$ cat src/rtl/ir_duty_cal_if.sv
// Handshake bundle between the IR duty calibrator and its controller / IR front end.
interface ir_duty_cal_if;
  logic       cal_start;
  logic       smpl_strobe;
  logic       lftIR;
  logic       cntrIR;
  logic       rghtIR;
  logic [2:0] duty;
  logic       cal_busy;
  logic       cal_done;
  logic       cal_fail;

  modport master (
    output cal_start, smpl_strobe, lftIR, cntrIR, rghtIR,
    input  duty, cal_busy, cal_done, cal_fail
  );

  modport slave (
    input  cal_start, smpl_strobe, lftIR, cntrIR, rghtIR,
    output duty, cal_busy, cal_done, cal_fail
  );
endinterface

$ cat src/rtl/ir_duty_cal.sv
// IR emitter duty calibration: steps duty 1..7, settles, accumulates sensor hits,
// and stops at the first duty whose center sensor dominates the side sensors.
module ir_duty_cal #(
  parameter int          SETTLE_SMPLS = 2,
  parameter int          NUM_SMPLS    = 8,
  parameter logic [2:0]  DFLT_DUTY    = 3'b101
) (
  input  logic         clk,
  input  logic         rst,
  ir_duty_cal_if.slave bus
);

  localparam logic [2:0] IDLE   = 3'd0;
  localparam logic [2:0] SETTLE = 3'd1;
  localparam logic [2:0] ACCUM  = 3'd2;
  localparam logic [2:0] EVAL   = 3'd3;
  localparam logic [2:0] DONE   = 3'd4;

  localparam logic [3:0] SETTLE_LAST = 4'(SETTLE_SMPLS - 1);
  localparam logic [3:0] NUM_LAST    = 4'(NUM_SMPLS - 1);
  // Below two samples the center threshold degenerates to "always enough".
  localparam int         CNTR_MIN    = (NUM_SMPLS > 2) ? NUM_SMPLS - 2 : 0;
  localparam logic [3:0] CNTR_MIN4   = 4'(CNTR_MIN);

  logic [2:0] state;
  logic [2:0] duty_q;
  logic       fail_q;
  logic [3:0] settle_cnt;
  logic [3:0] smpl_cnt;
  logic [3:0] lft_hits;
  logic [3:0] cntr_hits;
  logic [3:0] rght_hits;
  logic       pass;

  function automatic logic [3:0] sat_inc(input logic [3:0] v, input logic hit);
    return (hit && v != 4'hF) ? v + 4'd1 : v;
  endfunction

  assign pass = (cntr_hits >= CNTR_MIN4) && (lft_hits <= 4'd1) && (rght_hits <= 4'd1);

  always_ff @(posedge clk or posedge rst) begin
    if (rst) begin
      state      <= IDLE;
      duty_q     <= DFLT_DUTY;
      fail_q     <= 1'b0;
      settle_cnt <= 4'd0;
      smpl_cnt   <= 4'd0;
      lft_hits   <= 4'd0;
      cntr_hits  <= 4'd0;
      rght_hits  <= 4'd0;
    end else begin
      case (state)
        IDLE: if (bus.cal_start) begin
          duty_q     <= 3'd1;
          fail_q     <= 1'b0;
          settle_cnt <= 4'd0;
          smpl_cnt   <= 4'd0;
          lft_hits   <= 4'd0;
          cntr_hits  <= 4'd0;
          rght_hits  <= 4'd0;
          state      <= SETTLE;
        end
        SETTLE: if (bus.smpl_strobe) begin
          if (settle_cnt == SETTLE_LAST) begin
            settle_cnt <= 4'd0;
            state      <= ACCUM;
          end else begin
            settle_cnt <= settle_cnt + 4'd1;
          end
        end
        ACCUM: if (bus.smpl_strobe) begin
          smpl_cnt  <= smpl_cnt + 4'd1;
          lft_hits  <= sat_inc(lft_hits,  bus.lftIR);
          cntr_hits <= sat_inc(cntr_hits, bus.cntrIR);
          rght_hits <= sat_inc(rght_hits, bus.rghtIR);
          if (smpl_cnt == NUM_LAST) state <= EVAL;
        end
        EVAL: begin
          if (pass) begin
            state <= DONE;
          end else if (duty_q == 3'd7) begin
            // Exhausted every duty: fall back to the safe default and flag it.
            duty_q <= DFLT_DUTY;
            fail_q <= 1'b1;
            state  <= DONE;
          end else begin
            duty_q     <= duty_q + 3'd1;
            settle_cnt <= 4'd0;
            smpl_cnt   <= 4'd0;
            lft_hits   <= 4'd0;
            cntr_hits  <= 4'd0;
            rght_hits  <= 4'd0;
            state      <= SETTLE;
          end
        end
        DONE:    state <= IDLE;
        default: state <= IDLE;
      endcase
    end
  end

  assign bus.duty     = duty_q;
  assign bus.cal_fail = fail_q;
  assign bus.cal_busy = (state == SETTLE) || (state == ACCUM) || (state == EVAL);
  assign bus.cal_done = (state == DONE);

endmodule

$ cat src/flat_wrapper.sv
// flat-port wrapper written by rule: the top's interface ports become plain ports
module ir_duty_cal_flat 
#(
  parameter int          SETTLE_SMPLS = 2,
  parameter int          NUM_SMPLS    = 8,
  parameter logic [2:0]  DFLT_DUTY    = 3'b101
)
  (clk, rst, bus_cal_start, bus_smpl_strobe, bus_lftIR, bus_cntrIR, bus_rghtIR, bus_duty, bus_cal_busy, bus_cal_done, bus_cal_fail);
  ir_duty_cal_if bus_i ();
  input  logic clk;
  input  logic rst;
  input wire logic [$bits(bus_i.cal_start)-1:0] bus_cal_start;
  input wire logic [$bits(bus_i.smpl_strobe)-1:0] bus_smpl_strobe;
  input wire logic [$bits(bus_i.lftIR)-1:0] bus_lftIR;
  input wire logic [$bits(bus_i.cntrIR)-1:0] bus_cntrIR;
  input wire logic [$bits(bus_i.rghtIR)-1:0] bus_rghtIR;
  output wire logic [$bits(bus_i.duty)-1:0] bus_duty;
  output wire logic [$bits(bus_i.cal_busy)-1:0] bus_cal_busy;
  output wire logic [$bits(bus_i.cal_done)-1:0] bus_cal_done;
  output wire logic [$bits(bus_i.cal_fail)-1:0] bus_cal_fail;
  assign bus_i.cal_start = bus_cal_start;
  assign bus_i.smpl_strobe = bus_smpl_strobe;
  assign bus_i.lftIR = bus_lftIR;
  assign bus_i.cntrIR = bus_cntrIR;
  assign bus_i.rghtIR = bus_rghtIR;
  assign bus_duty = bus_i.duty;
  assign bus_cal_busy = bus_i.cal_busy;
  assign bus_cal_done = bus_i.cal_done;
  assign bus_cal_fail = bus_i.cal_fail;
  ir_duty_cal #(.SETTLE_SMPLS(SETTLE_SMPLS), .NUM_SMPLS(NUM_SMPLS), .DFLT_DUTY(DFLT_DUTY)) u_core (.clk(clk), .rst(rst), .bus(bus_i));
endmodule
$ cat config.mk
export PLATFORM = sky130hd
export DESIGN_NAME = ir_duty_cal_flat
export DESIGN_NICKNAME = d
export VERILOG_FILES = /design/src/rtl/ir_duty_cal_if.sv /design/src/rtl/ir_duty_cal.sv /design/src/flat_wrapper.sv
export SDC_FILE = /design/constraint.sdc
export NUM_CORES = 1
export LEC_CHECK = 0
export BUFFER_PORTS_ARGS = -buffer_cell sky130_fd_sc_hd__buf_4
export CAP_MARGIN = 20
export CORE_MARGIN = 2
export CORE_UTILIZATION = 25
export CTS_BUF_LIST = sky130_fd_sc_hd__clkbuf_16
export CTS_CLUSTER_DIAMETER = 50
export DETAILED_ROUTE_END_ITERATION = 12
export PLACE_DENSITY = 0.41
export RECOVER_POWER = 50
export SYNTH_ARGS = -nofsm -noshare
export SYNTH_HDL_FRONTEND = slang
export SYNTH_SLANG_ARGS = --single-unit
$ cat constraint.sdc
create_clock -name clk -period 2.12 [get_ports clk]
set_input_delay 0.424 -clock clk [delete_from_list [all_inputs] [get_ports clk]]
set_output_delay 0.424 -clock clk [all_outputs]
set_load 0.005 [all_outputs]
Yosys cells after proc, flatten, opt, wreduce, memory -nomap -nowiden
Cells that the tools add are included.
{"block": "totals", "word_cells": 89, "out_inout_bits": 6, "regBits": 27}
{"block": "classes", "eq_ne": 21, "magnitude_cmp": 3, "n_reduce_logical": 19, "add_sub_neg": 6, "n_mux": 32}
{"cell": "one-hot mux 4 bit (3 select lines)", "n": 5}
{"cell": "2-to-1 mux 4 bit", "n": 12}
{"cell": "2-to-1 mux 3 bit", "n": 9}
{"cell": "adder 4 x 1 -> 4 bit, second input constant", "n": 5}
{"cell": "AND reduction 6 bit", "n": 3}
{"cell": "AND reduction 5 bit", "n": 3}
{"cell": "!= test 2 x 1 -> 1 bit, second input constant", "n": 6}
{"cell": "!= test 4 bit, second input constant", "n": 3}
{"cell": "one-hot mux 3 bit (4 select lines)", "n": 1}
{"cell": "!= test 2 bit, second input constant", "n": 5}
{"cell": "<= comparator 4 x 1 -> 1 bit, second input constant", "n": 2}
{"cell": "== test 3 x 2 -> 1 bit, second input constant", "n": 2}
{"cell": "== test 3 bit, second input constant", "n": 2}
{"cell": "one-hot mux 3 bit (2 select lines)", "n": 1}
{"cell": "nonzero test 3 bit", "n": 2}
{"cell": "logical AND 1 bit", "n": 5}
{"cell": "== test 4 x 1 -> 1 bit, second input constant", "n": 1}
{"cell": "== test 4 x 3 -> 1 bit, second input constant", "n": 1}
{"cell": ">= comparator 4 x 3 -> 1 bit, second input constant", "n": 1}
{"cell": "AND reduction 4 bit", "n": 1}
{"cell": "adder 3 x 1 -> 3 bit, second input constant", "n": 1}
{"cell": "== test 3 x 1 -> 1 bit, second input constant", "n": 1}
{"cell": "logical NOT 3 bit", "n": 1}
{"cell": "2-to-1 mux 1 bit", "n": 3}
{"cell": "4 further kinds", "n": 5}

Longest topological paths before layout
Gate-level depths: netlist of run 1.
{"block": "depth", "word_depth": 5, "depth_mapped": 7}

Worst setup path after synthesis of run 1
No wires, ideal clock.
{"block": "synth_path", "kind": "register to register", "start": "register u_core.duty_q[1] (netlist: u_core.bus.duty[1])", "end": "register u_core.settle_cnt[1]", "required_time_ps": 1995, "setup_time_ps": 125, "path_buffers": 0, "t_arrival_ps": 1631, "path_slack_ps": 364, "stages_incl_launch_ff": 6, "path_cell_list": "dfrtp_1 ha_1 a21bo_2 o211ai_1 o211a_1 mux2_4"}
{"block": "synth_between", "elab_chain_len": 3}
{"item": "start, declared", "line": "ir_duty_cal.sv:26", "source": "logic [2:0] duty_q;"}
{"item": "start signal, assigned", "line": "ir_duty_cal.sv:87", "source": "duty_q <= duty_q + 3'd1;"}
{"item": "== test 3 bit", "line": "ir_duty_cal.sv:81", "source": "end else if (duty_q == 3'd7) begin"}
{"item": "!= test 2 bit (no line)"}
{"item": "AND reduction 5 bit (no line)"}
{"item": "end signal, assigned", "line": "ir_duty_cal.sv:68", "source": "settle_cnt <= settle_cnt + 4'd1;"}
{"item": "end, declared", "line": "ir_duty_cal.sv:28", "source": "logic [3:0] settle_cnt;"}
Every way passes these cells.
A chain may end at the register's enable or synchronous reset.

Worst setup path in the final report of run 1
{"block": "layout_path", "start": "register u_core.duty_q[0] (netlist: u_core.bus.duty[0])", "end": "register u_core.settle_cnt[1]"}
Same word-level chain as after synthesis.

==> results.json, run 1 <==
{
  "outcome": "finished, violations left",
  "failed_checks": "max-capacitance violations, max-slew violations",
  "fin_worst_skew_ns": 0.00278,
  "p_leak_nw": 0.910,
  "start_util_pct": 25.5,
  "grt_pass1_wl_mm": 6.67,
  "grt_use_met2_pct": 17.5,
  "gr-usage-met1_pct": 15.9,
  "die_height_um": 86.8,
  "layout-drive-gt1-share_pct": 14.1,
  "synth-edff-count": 0,
  "ys_top_cells_by_area": "dfrtp_1 (37%), ha_1 (8.8%), nand3_1 (4.4%), inv_1 (3.5%), dfstp_2 (3.1%)",
  "min_period_ns": 1.91,
  "timing.rr.end": "u_core.settle_cnt[1]",
  "die_x_um": 86.8,
  "synth.largest_area_cell": "dfrtp_1",
  "grt_pass1_vias": 1322,
  "peakVddDrop_mv": 0.443,
  "n_fill_cell": 691,
  "track_usage_pct": 11.3,
  "clk_pin_slew_ns": 0.07,
  "area_growth_pct": 16.7,
  "cts_buffers": 3,
  "via_count": 1411,
  "cts_resized": 0,
  "setup_viol": 0,
  "cp-end-kind": "flip-flop",
  "synth_common_cells": "dfrtp_1 (25), inv_1 (16), nand3_1 (15)",
  "worst_pin_slew_ns": 1.59,
  "synth_fa_ha_area_share_pct": 8.77,
  "dp.cells": 275,
  "rr_startpoint": "u_core.bus.duty[0]",
  "syn_inst": 181,
  "wl_mm": 4.01,
  "final_hold_viol_count": 0,
  "hold_path.class": "in -> reg",
  "ff2ff_setup_slack_ns": 0.21,
  "report.final.slew_viol_count": 28,
  "worstHoldPathCells": 3,
  "fmax_ghz": 0.522,
  "synth_area_sq_um": 1710,
  "ys_seq_elements": 27,
  "holdBufCountCts": 0,
  "synth_flop_cell": "dfrtp_1",
  "synth_compound_area_share_pct": 22.1,
  "dr.pass1.iters": 4,
  "synth-simple-area-share_pct": 21.0,
  "root_buffer": "clkbuf_16",
  "critPathRequiredTime_ns": 2.27,
  "dieArea_sq_um": 7530,
  "fin_crit_sh_pct": 90.3,
  "power_density_nw_per_um2": 1120,
  "grt_overflow_total": 0,
  "clock-sinks": 27,
  "ys_async_sr_fraction_pct": 100,
  "synth_mux_area_share_pct": 3.21,
  "max_stage_delay_ns": 0.40,
  "globalplace.congestion": 0.764,
  "min_from": "bus_rghtIR",
  "finalSetupTns_ns": 0,
  "yosysMostFrequentCell": "dfrtp_1",
  "layout.cells.non_filler": 279,
  "worstSkewPairLatency_ns": 0.26,
  "h-tree-depth": 1,
  "yosys_warnings": 0,
  "syn-num-nets": 200,
  "postCtsSetupBuffers": 0,
  "cp-start-kind": "flip-flop",
  "ios": 13,
  "cp_cell_sequence": "ha_1, a21bo_2, o211ai_1, o211a_1, mux2_4",
  "antenna_cells": 0,
  "finalPower_mw": 2.23,
  "io_buffers": 12,
  "drt_iter0_drc": 46,
  "yosysSeqAreaShare_pct": 39.6,
  "core_sq_um": 6720,
  "yosysTopAreaCellShare_pct": 36.5,
  "drc": 0,
  "reg2reg_depth": 5,
  "grt_max_degree": 28,
  "vias_per_cell": 5.06,
  "tritoncts": "yes",
  "register_area_sq_um": 678,
  "postSynthAreaPerCell_sq_um": 9.46,
  "drtAntennaViolNets": 0,
  "rsz0062_at_grt": "false",
  "nets": 219,
  "crit_family": "compound AO/OA/AOI/OAI gates",
  "cap_violations": 1,
  "slowest_stage": "dfstp_1",
  "critPathMaxFanout": 4,
  "ys_types": 47,
  "path_buf_inv": 0,
  "wl_per_cell_um": 14.4,
  "criticalPathCategory": "reg -> reg",
  "synth_top_family_by_area": "compound AO/OA/AOI/OAI gates",
  "clockBufferDepth": 2,
  "max_slew_margin_pct": -6.16,
  "rows": 30,
  "antenna_found_initial": 0,
  "hpwl_mm": 2.96,
  "holdPathEnd": "u_core.rght_hits[1]",
  "multi_input_area_sq_um": 943,
  "synth-xor-area-share_pct": 0,
  "grt-busiest-layer": "met2",
  "cp_data_arrival_time_ns": 2.07,
  "met3_usage_pct": 2.67,
  "utilization_pct": 29.8
}
[tightest hold or removal path, cell delays in order]
cell     delay, ns
buf_4         0.14
nand4_1       0.07
o21ai_1       0.05
[cell families (layout without fill, tap and decap cells)]
logic type	after synthesis	after routing
AND/OR/NAND/NOR	63	63
flip-flops	27	27
buffers and inverters	21	39
adder cells (fa/ha/maj)	12	12
AO/OA/AOI/OAI	53	53
multiplexers	5	5
[layout make-up]
class / instances / share of cell area, %
Clock buffer: 3 / 3.75
Clock inverter: 1 / 0.188
Inverter: 16 / 3.00
Multi-Input combinational cell: 133 / 47.2
Sequential cell: 27 / 33.9
Tap cell: 80 / 5.01
Timing Repair Buffer: 19 / 6.95
[flip-flops by register name (all words and copies together) (netlist names)]
signal and count:
u_core.cntr_hits 4, u_core.smpl_cnt 4, u_core.settle_cnt 4, u_core.state 3
u_core.rght_hits 4, u_core.bus.duty 3, u_core.bus.cal_fail 1, u_core.lft_hits 4
[power by group]
group          internal, mW  leakage (nW)  switching, mW
Sequential            0.648         0.358          0.141
Combinational         0.463         0.510          0.540
Clock                 0.253        0.0423          0.186
Total                  1.36         0.910          0.867
[layer usage]
| layer | wire (um) | vias up | part of all wire (%) |
|---|---|---|---|
| met4 | 28 | 0 | 0.70 |
| met5 | 0 | - | 0 |
| met1 | 2080 | 673 | 52 |
| li1 | - | 714 | - |
| met3 | 120 | 4 | 3.0 |
| met2 | 1780 | 20 | 44 |
[stage by stage]
step	cell area, sq um	hold WS, ns	setup WS, ns
floorplan	1710	0.475	0.364
global placement	1920	0.506	0.251
detailed placement	1920	0.509	0.238
CTS	2000	0.249	0.232
global route	2000	0.460	0.0993
finish	2000	0.462	0.205
[cells in the final DEF (no fill, tap or decap), types with 3 or more instances in the layout]
| cell type | netlist | routed |
|---|---|---|
| a21oi_1 | 6 | 6 |
| mux2i_1 | 4 | 4 |
| clkbuf_4 | 0 | 3 |
| or3b_1 | 3 | 3 |
| dfrtp_1 | 25 | 25 |
| o21ai_0 | 4 | 4 |
| nor3_1 | 4 | 4 |
| a41oi_1 | 3 | 3 |
| ha_1 | 12 | 12 |
| a31oi_1 | 6 | 6 |
| clkbuf_16 | 0 | 3 |
| inv_1 | 16 | 17 |
| and3_1 | 4 | 4 |
| o21a_1 | 3 | 3 |
| nand3_1 | 15 | 15 |
| nand4_1 | 3 | 3 |
| nand2_1 | 13 | 13 |
| buf_4 | 0 | 15 |
| o21ai_1 | 7 | 7 |
| nor2_1 | 10 | 10 |
[how the worst max path moves through the flow]
stage | start | endpoint | slack [ns] | cells after the start
floorplan | u_core.bus.duty[1] | u_core.settle_cnt[1] | 0.36 | 5
global placement | u_core.bus.duty[1] | u_core.settle_cnt[1] | 0.25 | 5
detailed placement | u_core.bus.duty[1] | u_core.settle_cnt[1] | 0.24 | 5
CTS | u_core.bus.duty[1] | u_core.settle_cnt[1] | 0.23 | 5
global route | rst | u_core.bus.cal_fail | 0.1 | 3
finish | u_core.bus.duty[0] | u_core.settle_cnt[1] | 0.21 | 5
Note: power is estimated with default switching activity, not from simulation.
==> inputs of run 2 (changes only) <==
--- a/config.mk
+++ b/config.mk
@@ -5,15 +5,16 @@
 export SDC_FILE = /design/constraint.sdc
 export NUM_CORES = 1
 export LEC_CHECK = 0
-export BUFFER_PORTS_ARGS = -buffer_cell sky130_fd_sc_hd__buf_4
 export CAP_MARGIN = 20
 export CORE_MARGIN = 2
 export CORE_UTILIZATION = 25
 export CTS_BUF_LIST = sky130_fd_sc_hd__clkbuf_16
 export CTS_CLUSTER_DIAMETER = 50
 export DETAILED_ROUTE_END_ITERATION = 12
-export PLACE_DENSITY = 0.41
+export DONT_BUFFER_PORTS = 1
+export PLACE_DENSITY = 0.39
 export RECOVER_POWER = 50
+export REMOVE_ABC_BUFFERS = 1
 export SYNTH_ARGS = -nofsm -noshare
 export SYNTH_HDL_FRONTEND = slang
 export SYNTH_SLANG_ARGS = --single-unit
==> constraint.sdc (replaced) <==
create_clock -name clk -period 1.95 [get_ports clk]
set_input_delay 0.39 -clock clk [delete_from_list [all_inputs] [get_ports clk]]
set_output_delay 0.39 -clock clk [all_outputs]
set_load 0.005 [all_outputs]
==> run 2 against run 1 <==
Net effect:
- the flow still finishes with violations (max-capacitance violations, max-slew violations)
- hold slack got worse by 0.18 ns
- routed wire length up 3.3%
- clock skew fell by 0.0010 ns
- power is 10% higher
- maximum frequency increased by 3.6%
- non-clock buffer count fell by 6
- combinational power increased by 12%
- utilization down 0.50 points
- global-route usage rose by 0.65 points
- register-to-register slack worse by 0.10 ns
- first-iteration DRC count increased by 43%
==> results.json, run 2 (synthesis gave the netlist of run 1 again) <==
{
  "max_slew_margin_pct": -3.53,
  "core_sq_um": 6720,
  "fin_worst_skew_ns": 0.00175,
  "fin_crit_sh_pct": 94.8,
  "top_layer_used": "met4",
  "grt_overflow_total": 0,
  "fin_area_sq_um": 1970,
  "layout_commonest_cell": "dfrtp_1",
  "layout-drive-gt1-share_pct": 12.4,
  "fmax_ghz": 0.541,
  "grt_pass1_wl_mm": 7.11,
  "critPathRequiredTime_ns": 2.10,
  "wl_per_cell_um": 15.2,
  "hold_path.class": "in -> reg",
  "report.final.slew_viol_count": 28,
  "finalSetupTns_ns": 0,
  "layout_common_cells": "dfrtp_1 (25), inv_1 (17), nand3_1 (14), nand2_1 (13)",
  "reg2reg_depth": 6,
  "grt_max_degree": 28,
  "n_fill_cell": 703,
  "path_buf_inv": 1,
  "cp-end-kind": "flip-flop",
  "wl_mm": 4.15,
  "holdBufCountCts": 0,
  "min_period_ns": 1.85,
  "h-tree-depth": 1,
  "failed_checks": "max-capacitance violations, max-slew violations",
  "start_util_pct": 25.5,
  "globalplace.congestion": 0.841,
  "route.met3.wl_um": 152,
  "io_buffers": 0,
  "drtAntennaViolNets": 0,
  "ios": 13,
  "worst_pin_slew_ns": 1.55,
  "worst-path-stages": 6,
  "crit_path_start": "u_core.bus.duty[0]",
  "track_usage_pct": 11.9,
  "max_stage_delay_ns": 0.41,
  "rows": 30,
  "multi_input_area_sq_um": 955,
  "antenna_found_initial": 0,
  "cp_cell_sequence": "ha_1, a21bo_2, a21oi_2, nor4bb_1, buf_4, o21ai_1",
  "cap_violations": 1,
  "power_density_nw_per_um2": 1250,
  "endpoint": "u_core.rght_hits[1]",
  "m1WireLength_mm": 1.95,
  "crit_family": "compound AO/OA/AOI/OAI gates",
  "grt_pass1_vias": 1456,
  "dr.pass1.iters": 4,
  "nets": 213,
  "via_count": 1447,
  "ff2ff_setup_slack_ns": 0.10,
  "place_area_sq_um": 1880,
  "root_buffer": "clkbuf_16",
  "area_growth_pct": 14.8,
  "cp_data_arrival_time_ns": 2.00,
  "rsz0062_at_grt": "false",
  "vias_per_cell": 5.30,
  "peakVddDrop_mv": 0.415,
  "wl_met2_mm": 2.01,
  "drt_iter0_drc": 66,
  "timing.rr.end": "u_core.rght_hits[1]",
  "outcome": "finished, violations left",
  "register_area_sq_um": 678,
  "tritoncts": "yes",
  "critPathMaxFanout": 5,
  "hpwl_mm": 3.11,
  "die_x_um": 86.8,
  "clock-sinks": 27,
  "clockBufferDepth": 2,
  "worstSkewPairLatency_ns": 0.26,
  "criticalPathCategory": "reg -> reg",
  "dieArea_sq_um": 7530,
  "setup_viol": 0,
  "final_hold_viol_count": 0,
  "cp-start-kind": "flip-flop",
  "clk_pin_slew_ns": 0.07,
  "slowest_stage": "dfstp_1",
  "p_leak_nw": 0.886,
  "rr_startpoint": "u_core.bus.duty[0]",
  "die_height_um": 86.8,
  "cts_buffers": 3,
  "drc": 0,
  "antenna_cells": 0
}
## run 2: changes by cell type in the layout (fill, tap and decap cells not counted), sizes merged
cell / change
clkbuf: -3
buf: -3
## run 2: through the flow
stage / setup WS, ns / hold slack, ns / power (mW) / util [%] / instances
3_5_place_dp: 0.0131 / 0.394 / 1.98 / 28.0 / 269
4_1_cts: 0.0556 / 0.108 / 2.47 / 29.2 / 273
2_1_floorplan: 0.194 / 0.441 / 1.57 / - / 176
5_1_grt: 0.0200 / 0.280 / 2.66 / 29.3 / 273
6_report: 0.101 / 0.279 / 2.46 / 29.3 / 273
3_3_place_gp: 0.0893 / 0.384 / 1.95 / 28.0 / 269
## run 2: power breakdown
part | internal [mW] | switching [mW] | leakage (nW)
registers | 0.705 | 0.157 | 0.358
logic | 0.514 | 0.604 | 0.486
clock network | 0.275 | 0.202 | 0.0423
total | 1.49 | 0.962 | 0.886
## run 2: repair_timing
item                                   4_1_cts  5_1_grt
setup endpoints to repair                    1        5
buffers inserted                             0        0
gates resized for setup                      1        1
endpoints found under the hold margin        0        0
## run 2: worst min-delay path by stage
| stage | from | end | slack (ns) | cells past startpoint |
|---|---|---|---|---|
| after floorplan | rst | u_core.bus.cal_fail | 0.44 | 1 |
| after global placement | rst | u_core.settle_cnt[1] | 0.38 | 2 |
| after detailed placement | rst | u_core.settle_cnt[3] | 0.39 | 2 |
| after CTS | rst | u_core.settle_cnt[3] | 0.11 | 2 |
| after global routing | bus_cntrIR | u_core.cntr_hits[0] | 0.28 | 2 |
| final | bus_cntrIR | u_core.cntr_hits[0] | 0.28 | 2 |
## run 2: cell type report
| type | instances | area share [%] |
|---|---|---|
| Timing Repair Buffer | 13 | 4.77 |
| Sequential cell | 27 | 34.5 |
| Clock inverter | 1 | 0.191 |
| Multi-Input combinational cell | 133 | 48.6 |
| Inverter | 16 | 3.06 |
| Clock buffer | 3 | 3.82 |
| Tap cell | 80 | 5.09 |
## run 2: per-layer routing
metal	vias up	track usage, %
met5	-	0
met4	0	2.41
met3	4	2.86
met2	28	19.8
met1	713	15.8
li1	702	-
